File: config.mk
export PLATFORM = sky130hd
export DESIGN_NAME = bitty_alu_sequencer
export DESIGN_NICKNAME = d
export VERILOG_FILES = /design/src/rtl/bitty_alu_sequencer.sv
export SDC_FILE = /design/constraint.sdc
export NUM_CORES = 1
export LEC_CHECK = 0
export ABC_AREA = 0
export ABC_CLOCK_PERIOD_IN_PS = 4900
export CAP_MARGIN = 20
export CORE_ASPECT_RATIO = 0.8
export CORE_MARGIN = 2
export CORE_UTILIZATION = 53
export CTS_CLUSTER_SIZE = 10
export DETAILED_ROUTE_END_ITERATION = 10
export PLACE_DENSITY = 0.78
export SLEW_MARGIN = 15
export SYNTH_ARGS = -nofsm -noshare
export SYNTH_HDL_FRONTEND = slang
export SYNTH_SLANG_ARGS = --single-unit
File: constraint.sdc
create_clock -name clk -period 4.9 [get_ports clk]
set_clock_uncertainty 0.15 [all_clocks]
set_input_delay 0.735 -clock clk [delete_from_list [all_inputs] [get_ports clk]]
set_output_delay 0.735 -clock clk [all_outputs]
set_load 0.02 [all_outputs]
File: src/rtl/bitty_alu_sequencer.sv
// Multi-cycle control unit for the Bitty 16-bit ALU: accepts one instruction,
// reads operands from an 8x16 register file, drives the external ALU and writes back.
module bitty_alu_sequencer #(
  parameter int NREGS = 8,
  parameter int W     = 16
) (
  input  logic         clk,
  input  logic         rst_n,
  input  logic [15:0]  instr,
  input  logic         instr_valid,
  output logic         instr_ready,
  output logic [W-1:0] alu_a,
  output logic [W-1:0] alu_b,
  output logic [2:0]   alu_sel,
  input  logic [W-1:0] alu_result,
  output logic         done,
  output logic [W-1:0] result_out,
  input  logic [2:0]   dbg_sel,
  output logic [W-1:0] dbg_data
);

  typedef enum logic [1:0] {
    S_IDLE  = 2'd0,
    S_FETCH = 2'd1,
    S_EXEC  = 2'd2,
    S_WB    = 2'd3
  } state_t;

  state_t         state_r;
  logic [15:0]    ir_r;
  logic [W-1:0]   reg_a_r;
  logic [W-1:0]   reg_c_r;
  logic [W-1:0]   result_r;
  logic           done_r;
  logic           ready_r;
  logic [W-1:0]   rf_r [NREGS];

  logic [2:0]     ir_rx_s;
  logic [2:0]     ir_ry_s;
  logic [7:0]     ir_imm_s;
  logic [2:0]     ir_sel_s;
  logic [1:0]     ir_fmt_s;
  logic           handshake_s;
  logic           wb_we_s;

  assign ir_rx_s     = ir_r[15:13];
  assign ir_ry_s     = ir_r[12:10];
  assign ir_imm_s    = ir_r[12:5];
  assign ir_sel_s    = ir_r[4:2];
  assign ir_fmt_s    = ir_r[1:0];
  assign handshake_s = instr_valid && ready_r;

  // Reserved formats (1x) run the full sequence but commit nothing.
  assign wb_we_s     = (state_r == S_WB) && (ir_fmt_s[1] == 1'b0);

  assign instr_ready = ready_r;
  assign done        = done_r;
  assign result_out  = result_r;

  // ALU drive comes only from registered state so it is stable throughout EXEC.
  assign alu_a   = reg_a_r;
  assign alu_sel = ir_sel_s;
  assign alu_b   = (ir_fmt_s == 2'b01) ? {{(W-8){1'b0}}, ir_imm_s} : rf_r[ir_ry_s];

  assign dbg_data = rf_r[dbg_sel];

  // Sequencer FSM with its registered handshake, done and result outputs.
  always_ff @(posedge clk or negedge rst_n) begin
    if (!rst_n) begin
      state_r  <= S_IDLE;
      ir_r     <= 16'h0000;
      reg_a_r  <= '0;
      reg_c_r  <= '0;
      result_r <= '0;
      done_r   <= 1'b0;
      ready_r  <= 1'b1;
    end else begin
      case (state_r)
        S_IDLE: begin
          done_r <= 1'b0;
          if (handshake_s) begin
            ir_r    <= instr;
            ready_r <= 1'b0;
            state_r <= S_FETCH;
          end else begin
            ready_r <= 1'b1;
            state_r <= S_IDLE;
          end
        end
        S_FETCH: begin
          reg_a_r <= rf_r[ir_rx_s];
          state_r <= S_EXEC;
        end
        S_EXEC: begin
          reg_c_r <= alu_result;
          done_r  <= 1'b1;
          state_r <= S_WB;
        end
        S_WB: begin
          if (ir_fmt_s[1] == 1'b0) begin
            result_r <= reg_c_r;
          end else begin
            result_r <= result_r;
          end
          done_r  <= 1'b0;
          ready_r <= 1'b1;
          state_r <= S_IDLE;
        end
        default: begin
          done_r  <= 1'b0;
          ready_r <= 1'b1;
          state_r <= S_IDLE;
        end
      endcase
    end
  end

  // Register file: cleared on reset, written only at the closing edge of WB.
  always_ff @(posedge clk or negedge rst_n) begin
    if (!rst_n) begin
      for (int i = 0; i < NREGS; i++) begin
        rf_r[i] <= '0;
      end
    end else begin
      if (wb_we_s) begin
        rf_r[ir_rx_s] <= reg_c_r;
      end
    end
  end

endmodule
* After elaboration in Yosys (flattened, before gate mapping) *
Cells that the tools add are included.

storage, ports and cells
  register bits after elaboration = 196
  latch bits = 0
  memory bits (writable) = 0
  ROM bits = 0
  bits of input ports = 38
  output and inout bits = 69
  logic and storage cells = 54
  memories = 0

cells by class
  add/subtract/negate cells = 0
  $mul = 0
  div/mod/pow operators = 0
  magnitude comparators = 4
  equality and inequality tests = 4
  shifts and indexed selects = 0
  multiplexer cells = 18
  bitwise gates (word level) = 4
  reductions and logical operators = 9

operator list
  operator              number
  $bmux W16 S3          3
  $bwmux W128           1
  $mux W16              8
  $demux W16 S3         1
  $ge A4 B4 Y1 const B  3
  $not A3 Y4            3
  $pmux W2 S4           1
  $eq A2 B1 Y1 const B  2
  $eq A2 B2 Y1 const B  2
  $lt A4 B1 Y1 const B  1
  $pmux W1 S2           2
  $reduce_and A2 Y1     2
  $reduce_bool A2 Y1    2
  $logic_and A1 B1 Y1   3
  $logic_not A2 Y1      1
  $mux W1               2
  $reduce_or A2 Y1      1
  $not A1 Y1            1

* Depth between registers and ports, before layout *
Gate-level depths: netlist of run 1.

  depth in word-level cells = 6
  depth in mapped cells = 7
  gate-level depth less buffers = 4

* Least setup slack after synthesis of run 1 *
No wires, ideal clock.

  path kind = input -> output
  start = input dbg_sel[0]
  end = output dbg_data[0]
  data arrival time = 2.096 ns
  data required time = 4.015 ns
  setup slack = 1.919 ns
  stages = 4
  buffers on the path = 2
  cells stage by stage = clkbuf_1 > buf_2 > mux4_2 > mux2_2

between the ends
  word-level cells in the longest chain between the ends = 4

ends and longest elaborated chain
  element                                      line  source
  from (decl)                                  18    input logic [2:0] dbg_sel,
  $not A3 Y4 (implied by the code)             65    assign dbg_data = rf_r[dbg_sel];
  $bmux W16 S3                                 65
  $mux W16 (implied by the code) (2 in a row)  65
  to (decl)                                    19    output logic [W-1:0] dbg_data

Every way passes these cells. The select of a mux whose other input is x is not followed.

* Worst setup path after layout of run 1 *
  start = register ir_r[10]
  end = output alu_b[14]

between the ends
  word-level cells in the longest chain between the ends = 5

ends and longest elaborated chain
  element                                      line  source
  from (decl)                                  30    logic [15:0] ir_r;
  from (signal assigned)                       82    ir_r <= instr;
  $not A3 Y4 (implied by the code)             63    assign alu_b = (ir_fmt_s == 2'b01) ? {{(W-8){1'b0}}, ir_imm_s} : rf_r[ir_ry_s];
  $bmux W16 S3                                 63
  $mux W16 (implied by the code) (2 in a row)  63
  $mux W16                                     63
  to (decl)                                    13    output logic [W-1:0] alu_b,

Every way passes these cells. The select of a mux whose other input is x is not followed.

==> results of run 1 <==
==> flip-flops by register name (all words and copies together) (netlist names) <==
register / cells
done: 1
result_out: 16
reg_c_r: 16
rf_r: 128
state_r: 2
instr_ready: 1
ir_r: 16
alu_a: 16
==> placed cells by master, fill, tap and decap left out, types with 10 or more instances in the layout <==
cell | Yosys | routed
mux2_4 | 10 | 10
buf_4 | 4 | 14
dfrtp_1 | 195 | 193
a31oi_1 | 17 | 17
clkbuf_16 | 0 | 17
nand2_1 | 11 | 11
nor2_1 | 27 | 27
o22a_1 | 32 | 32
mux2_2 | 192 | 192
clkdlybuf4s50_1 | 0 | 104
mux4_2 | 54 | 54
mux2i_1 | 80 | 80
==> synthesized netlist by cell type (7+ instances only) <==
| cell type | n | share of area (%) |
|---|---|---|
| mux2i_1 | 80 | 7.6 |
| mux4_2 | 54 | 12 |
| nand2_1 | 11 | 0.39 |
| mux2_4 | 10 | 1.4 |
| a31oi_1 | 17 | 1.0 |
| buf_2 | 25 | 1.2 |
| o21ai_0 | 7 | 0.33 |
| mux2_2 | 192 | 20 |
| dfrtp_1 | 195 | 46 |
| o22a_1 | 32 | 2.7 |
| nor2_1 | 27 | 0.96 |
| buf_1 | 14 | 0.50 |
| clkbuf_1 | 31 | 1.1 |
==> logic make-up (layout without fill, tap and decap cells) <==
group           count (synthesis)  count (layout)  synth area share [%]
fa+ha+maj                       5               5                 0.593
buf+inv                        81             154                  3.69
mux                           339             339                  41.3
simple gates                   58              58                  2.87
flops                         196             196                  46.5
compound gates                 71              71                  5.06
==> stage by stage <==
stage	hold slack, ns	util [%]
floorplan	0.289	-
global placement	0.335	59.4
detailed placement	0.343	59.4
CTS	0.357	62.7
global route	0.0801	62.9
finish	0.0637	62.9
==> power groups by stage <==
| stage | clock [mW] | combinational (mW) | sequential [mW] |
|---|---|---|---|
| final | 1.54 | 4.31 | 3.40 |
| after global routing | 1.62 | 4.56 | 3.51 |
| after CTS | 1.56 | 4.30 | 3.36 |
| after detailed placement | 0 | 4.28 | 3.37 |
| after global placement | 0 | 4.17 | 3.27 |
| after floorplan | 0 | 3.07 | 2.99 |
==> layer usage <==
metal,vias up,GRT usage (%),routed length (µm)
met5,-,0,0
met4,0,9.11,629
met3,61,7.47,1950
met2,310,43.1,13300
met1,3692,35.6,11900
li1,2936,-,-
==> cell type report <==
class / count / area, µm² / share of cell area, %
Multi-Input combinational cell: 473 / 5280 / 42.7
Sequential cell: 196 / 4910 / 39.7
Timing Repair Buffer: 122 / 1210 / 9.75
Clock buffer: 19 / 433 / 3.50
Tap cell: 264 / 330 / 2.67
Clock inverter: 10 / 206 / 1.67
Inverter: 3 / 11.3 / 0.0909
==> worst max-delay path by stage <==
stage	from	endpoint	slack, ns	depth (start not counted)
floorplan	dbg_sel[0]	dbg_data[0]	1.92	4
global placement	dbg_sel[1]	dbg_data[15]	1.17	5
detailed placement	dbg_sel[1]	dbg_data[15]	1.13	5
CTS	ir_r[10]$_DFFE_PN0P_	alu_b[14]	0.91	5
global route	ir_r[10]$_DFFE_PN0P_	alu_b[14]	0.75	5
finish	ir_r[10]$_DFFE_PN0P_	alu_b[14]	0.93	5
==> critical path, delay by kind of cell (launching register included) <==
family | cells | cell delay (ns)
buf+inv | 2 | 0.96
flops | 1 | 0.90
mux | 2 | 0.71
simple gates | 1 | 0.08
==> results, run 1 <==
- The relative slew slack is 18.6%.
- The clock network fraction of design power is 16.6%.
- The final layout contains 856 nets.
- After clock tree synthesis, the setup repair step added 0 buffers.
- The core region is 19700 µm².
- The number of design-rule violations left by the first detailed-router iteration is 636.
- In this run, post-CTS hold repair placed 0 buffers.
- The root buffer cell chosen for the clock tree is clkbuf_16.
- The chip height is 130 µm.
- The number of global-route vias before repair is about 7400.
- The reg-to-reg endpoint is rf_r[54]$_DFFE_PN0P_.
- The floorplan step defined a die boundary enclosing 21100 µm².
- The source-to-sink clock delay at the later pin of the worst-skew pair is 0.43 ns.
- During synthesis, Yosys emitted a total of 0 warnings.
- The element type at the critical path start is a register.
- The unique cell type count in the Yosys netlist is 36.
- The most used flip-flop cell after synthesis is dfrtp_1.
- The number of gates resized after CTS is 0.
- Global routing used 26.8% of the available tracks.
- The run finished with clean final reports.
- The global-route congestion overflow total is 0.
- The number of antenna violations at the first check in global routing is 0.
- The starting density of the core is 53.6%.
- Detailed routing inserted a total of 6999 vias.
- The worst register-to-register path has a setup slack of 2.09 ns.
- After clock tree synthesis, the clock-pin slew on the worst setup and hold paths is roughly 0.070 ns.
- The number of inserted diodes is 0.
- Measured in cells, the most critical reg-to-reg path has a length of 4.
- The number of primary I/O pins is 107.
- The number of fillers in the final layout is 1437.
- The critical path start-end classification is register to output pin.
- The first global-routing pass estimated 42600 µm of wire.
- Across the run, the number of max-cap violations was 0.
- The critical path goes through buf_4 > mux4_2 > mux2i_1 > nor2_1 > clkdlybuf4s50_1.
- The max-slew violation count is 0.
- The synthesized design contains 196 register bits.
- TritonCTS built the clock tree.
- The maximum count of clock buffers along a single path is 2.
- Once placement finished, the instance area stood at 11700 µm².
- The endpoint arrival time on the critical path is a little over 3 ns.
- The worst-case IR drop observed on VDD is 0.378 mV.
- STA puts the critical path data required time at 4.01 ns.
- Along the worst path, the maximum fanout reaches 17.
- The final cell count without fillers is between 1000 and 1500.
- Dividing the detail-routed via count by the number of cells gives between 6 and 7.
- The number of standard-cell rows in the floorplan is 46.
- The largest net degree at the start of global routing is 131.
- The time the final worst path needs with I/O delays and setup is 3.97 ns.
- The total placed cells including tap cells is 1056.
- The number of enable flip-flop cells after synthesis is 0.
- The highest-delay cell along the critical path is dfrtp_1.
- The total count of hold-check failures in the final report came to 0.
- The synthesized area per cell is 14.1 µm².
- For this run, the slowest stage of the critical path takes 0.90 ns.
- Setup repair after global routing left no endpoint under its margin.
- Setup violations remaining at the end of the flow were counted as 0.
- Counting every instance in the synthesized netlist gives 750.
- For this run, design rule violations remaining after detail routing come to 0.
- Once detail routing completed, the nets flagged for antenna violations numbered 0.
- The share of total power dissipated in combinational logic is 46.7%.
- The pre-CTS worst setup slack is about 1.1 ns.
- The total power divided by cell area is approximately 750 nW/µm².
- After detailed routing, the total wire length is 27700 µm.
- For this design the static power due to leakage is 5.34 nW.
- The cell area after synthesis is 10600 µm².
- The worst hold-check path type is input port to async pin.
- The startpoint of the worst register-to-register path is state_r[1]$_DFF_PN0_.
- The layout cell share with drive strength beyond 1 is 37.8%.
- The number of buffers added by the clock tree synthesis step is 17.
- The switching part of the total is between 30% and 40%.
- Once routing completed, OpenROAD measured the worst setup slack at between 0.9 and 1 ns.
- In this run the number of H-tree levels came out at 4.
- The pin slew with the least headroom to its limit is 1.22 ns.
- The post-synth net total is 793.
- In the finished design, the share of the clock period the worst path needs comes to 81.1%.
- The sequential share of power is 36.7%.
- The wire-length estimate of the detail-placed layout is 17000 µm.
- Before antenna repair, the detailed router went through 4 iterations.
- For this design the total switching power over the nets is approximately 3.5 mW.
- The per-cell routed wire length is 25.5 µm.
- For this run, the top clock speed supported by timing is 252 MHz.
- The number of clock sinks is 196.
- The summed negative setup slack over all endpoints is 0 ns.
- The overall power consumption is 9.24 mW.
- STA classifies the critical path endpoint as an output pin.
- Cell internal power was estimated by the tool at 5.71 mW.
- Of all flip-flops after synthesis, the portion carrying an async set or reset was 100%.
- The horizontal die dimension is 162 µm.
- The quantity of I/O buffers inserted on ports is around 110.
- The global placer's final weighted congestion is 0.870.
- After routing the design area is approximately 12000 µm².
- The proportion of synthesized chip area in sequential cells is 46.5%.
- The growth of design area from synthesis to finish is 17.3%.
Note: power is estimated with default switching activity, not from simulation.
==> run 2: changes to the inputs <==
--- a/config.mk
+++ b/config.mk
@@ -6,14 +6,14 @@
 export NUM_CORES = 1
 export LEC_CHECK = 0
 export ABC_AREA = 0
-export ABC_CLOCK_PERIOD_IN_PS = 4900
+export ABC_CLOCK_PERIOD_IN_PS = 3400
 export CAP_MARGIN = 20
 export CORE_ASPECT_RATIO = 0.8
 export CORE_MARGIN = 2
-export CORE_UTILIZATION = 53
+export CORE_UTILIZATION = 52
 export CTS_CLUSTER_SIZE = 10
 export DETAILED_ROUTE_END_ITERATION = 10
-export PLACE_DENSITY = 0.78
+export PLACE_DENSITY = 0.8
 export SLEW_MARGIN = 15
 export SYNTH_ARGS = -nofsm -noshare
 export SYNTH_HDL_FRONTEND = slang
==> constraint.sdc (replaced) <==
create_clock -name clk -period 3.4 [get_ports clk]
set_clock_uncertainty 0.15 [all_clocks]
set_input_delay 0.51 -clock clk [delete_from_list [all_inputs] [get_ports clk]]
set_output_delay 0.51 -clock clk [all_outputs]
set_load 0.02 [all_outputs]
==> run 2 against run 1 <==
Net effect: the run now ends with hold timing left; flip-flop and latch count unchanged; critical path depth is the same; global-route usage grew 0.21 points; worst setup slack worse by 0.70 ns; core utilization fell by 0.53 points; routed wire length increased by 0.11%; clock-buffer cell count up 3; register-to-register slack lost 1.4 ns; die area is 1.9% higher; sequential share of layout area barely moved; via count grew 1.8%; critical path type unchanged; critical endpoint is now alu_b[5]; largest cell class unchanged.
==> results, run 2 (synthesis results as in run 1) <==
- Summed over all layers, the global routing overflow is 0.
- The total of max-cap violations is 0.
- The number of primary I/O pins is 107.
- The highest-delay cell along the critical path is clkdlybuf4s50_1.
- The final clock period utilization by the worst path is 93.3%.
- The area enclosed by the die boundary is between 20000 and 25000 µm².
- In this run the static leakage power is approximately 5.3 nW.
- The critical path's largest stage delay is 0.58 ns.
- Data on the critical path is required at its endpoint by 2.74 ns.
- For this configuration, the core starts out at a cell density of 53.2%.
- The remaining antenna violation count after routing is 0.
- After floorplanning, the core was divided into 46 placement rows.
- The clock slew seen by the registers of the worst setup and hold paths is 0.07 ns.
- The H-tree generated during clock tree synthesis spans 4 levels.
- The number of antenna violations at the first check in global routing is 0.
- The tree built by TritonCTS fans out to 196 sinks.
- The repair_antennas step left the layout with diodes totalling 0.
- The worst hold-check path type is input port to async pin.
- The register with the highest flop count is rf_r.
- The critical path start-end classification is register to output pin.
- The post-detailed-placement half-perimeter wirelength is 17000 µm.
- STA classifies the critical path endpoint as an output pin.
- Buffers inserted during clock tree synthesis total 17.
- In this run the worst path has a maximum fanout of 16.
- The footprint of the flip-flops and latches is slightly below 5000 µm².
- The hold buffer count at CTS is 0.
- The clock tree from TritonCTS is yes.
- The worst pin sits at a relative slew slack of 31.7%.
- In this design, the largest share of critical-path delay is due to buffers and inverters.
- Leaving out fill and tap cells, the most frequent cells in the layout are mux2_2 (192), dfrtp_1 (192), clkdlybuf4s50_1 (104).
- The startpoint identified for the worst register-to-register timing path is state_r[0]$_DFF_PN0_.
- The buffering stage count on the worst path with inverters included is 2.
- The most frequent cell on the critical path is o21ai_0.
- The final layout contains routed wiring with a total length of 27700 µm.
- The first global-routing pass estimated 43700 µm of wire.
- The number of global-route vias before repair is 7414.
- In the final design database the tool counted about 860 nets.
- The vias after detailed routing is ~7100.
- The run finished, with violations left.
- The multi-input combinational cells in the finished layout cover a total of 5260 µm².
- The growth of design area from synthesis to finish is 17.3%.
- The quantity of I/O buffers inserted on ports is 106.
- The tightest hold path in the finished design has a slack of -0.00336 ns.
- The clock passes through at most 2 buffers.
- The tree is rooted in a clkbuf_16.
- The worst setup path startpoint is ir_r[11]$_DFFE_PN0P_.
- The checks that failed: hold timing.
- VDD sags by at most 0.564 mV.
- The signal on the critical path passes through buf_4 > mux4_2 > o21ai_0 > o21ai_0 > clkdlybuf4s50_1.
- The total power divided by cell area is roughly 1100 nW/µm².
- The per-cell routed wire length is 25.3 µm.
- The filler cells instantiated in the layout total 1439.
- In this run the vertical extent of the chip is 131 µm.
- Entering global routing, the biggest net connects 103 pins.
- Of the cells placed in the final design, the portion with a size suffix greater than 1 is 38.3%.
- The horizontal die dimension is 163 µm.
- The pre-CTS worst setup slack is between 0.2 and 0.3 ns.
- The pin slew with the least headroom to its limit is 1.02 ns.
- The number of gates resized after CTS is 0.
- Setup repair after global routing left no endpoint under its margin.
- Global routing used 27.0% of the available tracks across all layers.
- The worst setup path is launched from a register.
- The endpoint arrival time on the critical path is approximately 2.5 ns.
- The max-slew violation count is 0.
- Before antenna repair, the detailed router went through 5 iterations.
- The final count of negative-setup-slack endpoints is 0.
- The number of setup buffers added after CTS is 0.
- The residual DRC count is 0.
- The worst path setup slack after routing is 0.229 ns.
- After routing, the total negative slack on setup checks comes to 0 ns.
- The number of design-rule violations left by the first detailed-router iteration is 546.
- The congestion estimate from routability-driven global placement came to 0.850.
- Dividing the detail-routed via count by the number of cells gives 6.50.
- The total count of hold-check failures in the final report is 10.
- After layout, the minimum clock period comes to about 3.2 ns.
- After floorplanning, the core was sized to cover just under 20000 µm².
- The source-to-sink clock delay at the later pin of the worst-skew pair is ~0.44 ns.
- Timing would allow up to ~320 MHz.
- The flip-flop count of the largest register after layout is 128.
==> run 2: worst paths after layout <==
path,to,slack (ns),cells past startpoint
hold reg to reg,ir_r[2]$_DFFE_PN0P_,0.36,1
min in group clk,ir_r[2]$_DFFE_PN0P_,0.36,1
hold / removal,rf_r[68]$_DFFE_PN0P_,-0.003,1
max in group asynchronous,instr_ready$_DFFE_PN1N_,2.27,2
setup reg to reg,rf_r[57]$_DFFE_PN0P_,0.72,4
setup / recovery,alu_b[5],0.23,5
==> run 2: layout make-up <==
cell class,instances,area share (%)
clock buffers,22,3.75
clock inverters,10,1.00
inverters,3,0.0909
multi-input cells,473,42.5
flip-flops and latches,196,39.7
well taps,264,2.67
repair buffers,128,10.4
==> run 2: stage by stage <==
step	power (mW)	instance area [µm²]	hold WS [ns]	instances	util, %
after global routing	13.8	12400	0.0823	1096	62.4
after detailed placement	11.1	11800	0.342	1063	59.3
after global placement	10.7	11800	0.335	1063	59.3
final	13.2	12400	-0.00336	1096	62.4
after CTS	13.1	12400	0.0511	1095	62.3
after floorplan	8.74	10600	0.0644	750	-
==> run 2: worst reg2reg max path: stages (launching register included) <==
cell      delay (ns)
dfrtp_1         0.38
ha_1            0.25
nand2b_4        0.27
or4b_1          1.04
mux2_2          0.48
==> run 2: routing by layer <==
metal / wire length (µm) / part of all wire, % / global-route usage (%)
met4: 708 / 2.6 / 8.95
met5: 0 / 0 / 0
met1: 11700 / 42 / 38.0
met3: 2230 / 8.1 / 5.84
met2: 13000 / 47 / 41.9
==> run 2: power breakdown <==
part           switching (mW)  internal (mW)  leakage (nW)
sequential               1.34           3.43          2.46
combinational            2.91           3.46          2.60
clock                   0.893           1.13         0.281
==> run 3: changes to the inputs <==
--- a/config.mk
+++ b/config.mk
@@ -10,10 +10,11 @@
 export CAP_MARGIN = 20
 export CORE_ASPECT_RATIO = 0.8
 export CORE_MARGIN = 2
-export CORE_UTILIZATION = 52
+export CORE_UTILIZATION = 53
 export CTS_CLUSTER_SIZE = 10
 export DETAILED_ROUTE_END_ITERATION = 10
-export PLACE_DENSITY = 0.8
+export DONT_BUFFER_PORTS = 1
+export PLACE_DENSITY = 0.74
 export SLEW_MARGIN = 15
 export SYNTH_ARGS = -nofsm -noshare
 export SYNTH_HDL_FRONTEND = slang
==> run 3 against run 2 <==
Net effect: worst hold slack lost 0.37 ns; core utilization shrank 4.7 points; sequential power grew 8.6%; first-iteration DRC count grew 28%; sequential share of layout area grew 3.6 points; critical endpoint is now alu_b[12]; die area shrank 1.8%; routed wire length shrank 2.6%; clock power grew 8%; non-clock buffer count shrank 104; largest power group is now registers; the flow still finishes with violations (hold timing); combinational power shrank 21%; worst setup slack gained 0.077 ns; critical path depth shrank 1.
==> results, run 3 (synthesis results as in run 1) <==
- The largest net degree at the start of global routing is 197.
- The number of cells on the worst reg-to-reg path is 5.
- The element type at the critical path start is a register.
- The hold buffer count at CTS is 1.
- The checks that failed: hold timing.
- The residual DRC count is 0.
- The growth of design area from synthesis to finish is 7.61%.
- The placeable core area is 19700 µm².
- Derived from the worst setup path, the maximum achievable clock frequency is 323 MHz.
- The number of antenna violations at the first check in global routing was 1.
- Counting tap cells, the placed design contains a total of 959 instances.
- Leaving out fill and tap cells, the most frequent cell in the layout is dfrtp_1.
- The signal on the critical path passes through buf_12 > mux4_2 > mux2i_1 > nor2_1.
- Input and output buffers added on the ports amount to 0.
- In this run the tightest slew margin relative to its limit is between 20% and 30%.
- The total power divided by cell area is between 1000 and 1500 nW/µm².
- In the layout the commonest cells are dfrtp_1 (193), mux2_2 (192), mux2i_1 (80).
- At the worst endpoint, the required time is approximately 2.7 ns.
- The flip-flop count of the largest register after layout is 128.
- rf_r holds more flip-flops than any other register.
- The tightest min-delay check is of the input port to async pin type.
- The starting density of the core is 53.6%.
- Max-cap violations in this run came to 0.
- The routed layout has 6640 vias.
- Hold timing on the final database bottoms out at a slack of -0.372 ns.
- The final clock period utilization by the worst path is ~91%.
- The floorplan step defined a die boundary enclosing about 21000 µm².
- Counting every sink on the clock net gives between 150 and 200.
- In this run the remaining antenna-violating nets after routing total 0.
- The buffering stage count on the worst path with inverters included is 1.
- The per-cell routed wire length is 27.2 µm.
- The total count of hold-check failures in the final report is 196.
- The number of global-route vias before repair was 6967.
- Summing internal, switching and leakage power gives 12.4 mW.
- The time the final worst path needs with I/O delays and setup is 3.09 ns.
- The max-slew violation count is 0.
- After clock tree synthesis, the clock-pin slew on the worst setup and hold paths is 0.08 ns.
- The overall routed net length is about 27000 µm.
- The number of vias per cell after detailed routing is 6.69.
- After the first detailed-routing iteration, the DRC count stood at 701.
- For this run, the total global-route usage over all layers was measured as between 20% and 30%.
- The final count of negative-setup-slack endpoints is 0.
- For the final routed database, the setup TNS stands at 0 ns.
- The maximum fanout along the worst path is 14.
- The critical path start-end classification is register to output pin.
- The cell sitting at the root of the clock tree is a clkbuf_16.
- The number of standard-cell rows in the floorplan is 46.
- Cells with a size suffix above 1 make up between 40 and 50% of the layout.
- For the worst setup path, the data arrival time is about 2.4 ns.
- The global placer's final weighted congestion is around 0.87.
- The flow ran to the end, but the final reports show violations.
- Among all stages on the critical path, the largest delay is contributed by dfrtp_1.
- Setup repair after global routing left no endpoint under its margin.
- The peak supply drop is between 0.4 and 0.5 mV.
- The die is 162 µm wide.
- TritonCTS built the clock tree.
- The number of inserted diodes is 0.
- The count of nets after finishing is 758.
- The pin slew with the least headroom to its limit is roughly 1.1 ns.
- The number of buffers added by the clock tree synthesis step is 17.
- In this run the critical register-to-register path is launched from ir_r[13]$_DFFE_PN0P_.
- STA classifies the critical path endpoint as an output pin.
- The maximum count of clock buffers along a single path is 2.
- The critical path's largest stage delay is 0.83 ns.
- Summed over all cells, the static leakage comes to 4.96 nW.
- The reg-to-reg setup timing slack is 0.64 ns.
- The filler cells instantiated in the layout total roughly 1600.
- After legalization and detailed placement, the total HPWL measured 16700 µm.
- The count of H-tree levels built during CTS is 4.
- The number of primary I/O pins is 107.
- After clock tree synthesis, the setup repair step added 0 buffers.
- At the later pin of the worst-skew pair, clock insertion delay measures approximately 0.44 ns.
- The critical path's top delay family is flip-flops.
- The endpoint identified for the worst register-to-register timing path is rf_r[44]$_DFFE_PN0P_.
- The pre-antenna-repair detailed-routing pass consisted of 5 iterations.
- The global-route congestion overflow total is 0.
- The chip height is 130 µm.
- The first-pass GRT wire length is 42100 µm.
- The final cell count without fillers is 992.
run 3: cell types whose count changed in the layout (fill, tap and decap cells not counted), sizes merged:
cell           change
inv                +8
clkinvlp           -2
dlygate4sd3        +1
clkdlybuf4s50    -104
clkbuf             -6
bufinv             +1
clkinv             -2
run 3: how the worst max path moves through the flow:
| stage | cells past startpoint | start | slack (ns) | to |
|---|---|---|---|---|
| detailed placement | 4 | state_r[1]$_DFF_PN0_ | 0.68 | rf_r[58]$_DFFE_PN0P_ |
| floorplan | 4 | dbg_sel[0] | 0.87 | dbg_data[0] |
| global route | 4 | ir_r[10]$_DFFE_PN0P_ | 0.16 | alu_b[14] |
| CTS | 4 | ir_r[10]$_DFFE_PN0P_ | 0.27 | alu_b[12] |
| finish | 4 | ir_r[10]$_DFFE_PN0P_ | 0.31 | alu_b[12] |
| global placement | 5 | ir_r[13]$_DFFE_PN0P_ | 0.73 | rf_r[11]$_DFFE_PN0P_ |
run 3: final cells by class:
class / instances / area, µm² / area share (%)
Clock inverter: 15 / 210 / 1.85
Tap cell: 264 / 330 / 2.91
Inverter: 3 / 11.3 / 0.0991
Multi-Input combinational cell: 473 / 5270 / 46.3
Sequential cell: 196 / 4910 / 43.2
Clock buffer: 17 / 425 / 3.74
Timing Repair Buffer: 24 / 208 / 1.83
run 3: power breakdown:
part	switching [mW]	internal [mW]	leakage, nW	total (mW)
logic	2.32	2.72	2.19	5.04
registers	1.75	3.42	2.46	5.18
clock network	0.992	1.20	0.314	2.19
total	5.06	7.34	4.96	12.4
run 3: worst reg2reg max path: cells and delay by family (launching register included):
family	cells	cell delay (ns)
buf+inv	2	0.90
simple gates	2	0.35
flops	1	0.88
mux	1	0.36
run 3: through the flow:
step / hold slack [ns] / worst slack (ns) / cell area, µm² / util, %
after global routing: -0.407 / 0.161 / 11400 / 57.7
after global placement: 0.0748 / 0.732 / 10700 / 54.4
after CTS: -0.402 / 0.268 / 11400 / 57.7
after floorplan: 0.0644 / 0.869 / 10600 / -
final: -0.372 / 0.307 / 11400 / 57.7
after detailed placement: 0.0747 / 0.681 / 10700 / 54.4
run 3: what timing repair did:
action / in CTS / in global routing
endpoints found under the hold margin: 197 / 196
gates resized for setup: 0 / 0
setup endpoints to repair: 0 / 0
run 3: metal layers:
| layer | global-route usage [%] | vias to the layer above | share of wire [%] | wire (µm) |
|---|---|---|---|---|
| met4 | 7.96 | 2 | 1.9 | 502 |
| met1 | 37.4 | 3528 | 44 | 11800 |
| met2 | 41.5 | 303 | 46 | 12400 |
| met3 | 7.37 | 45 | 8.4 | 2270 |
| met5 | 0 | - | 0.041 | 11 |
| li1 | - | 2762 | - | - |
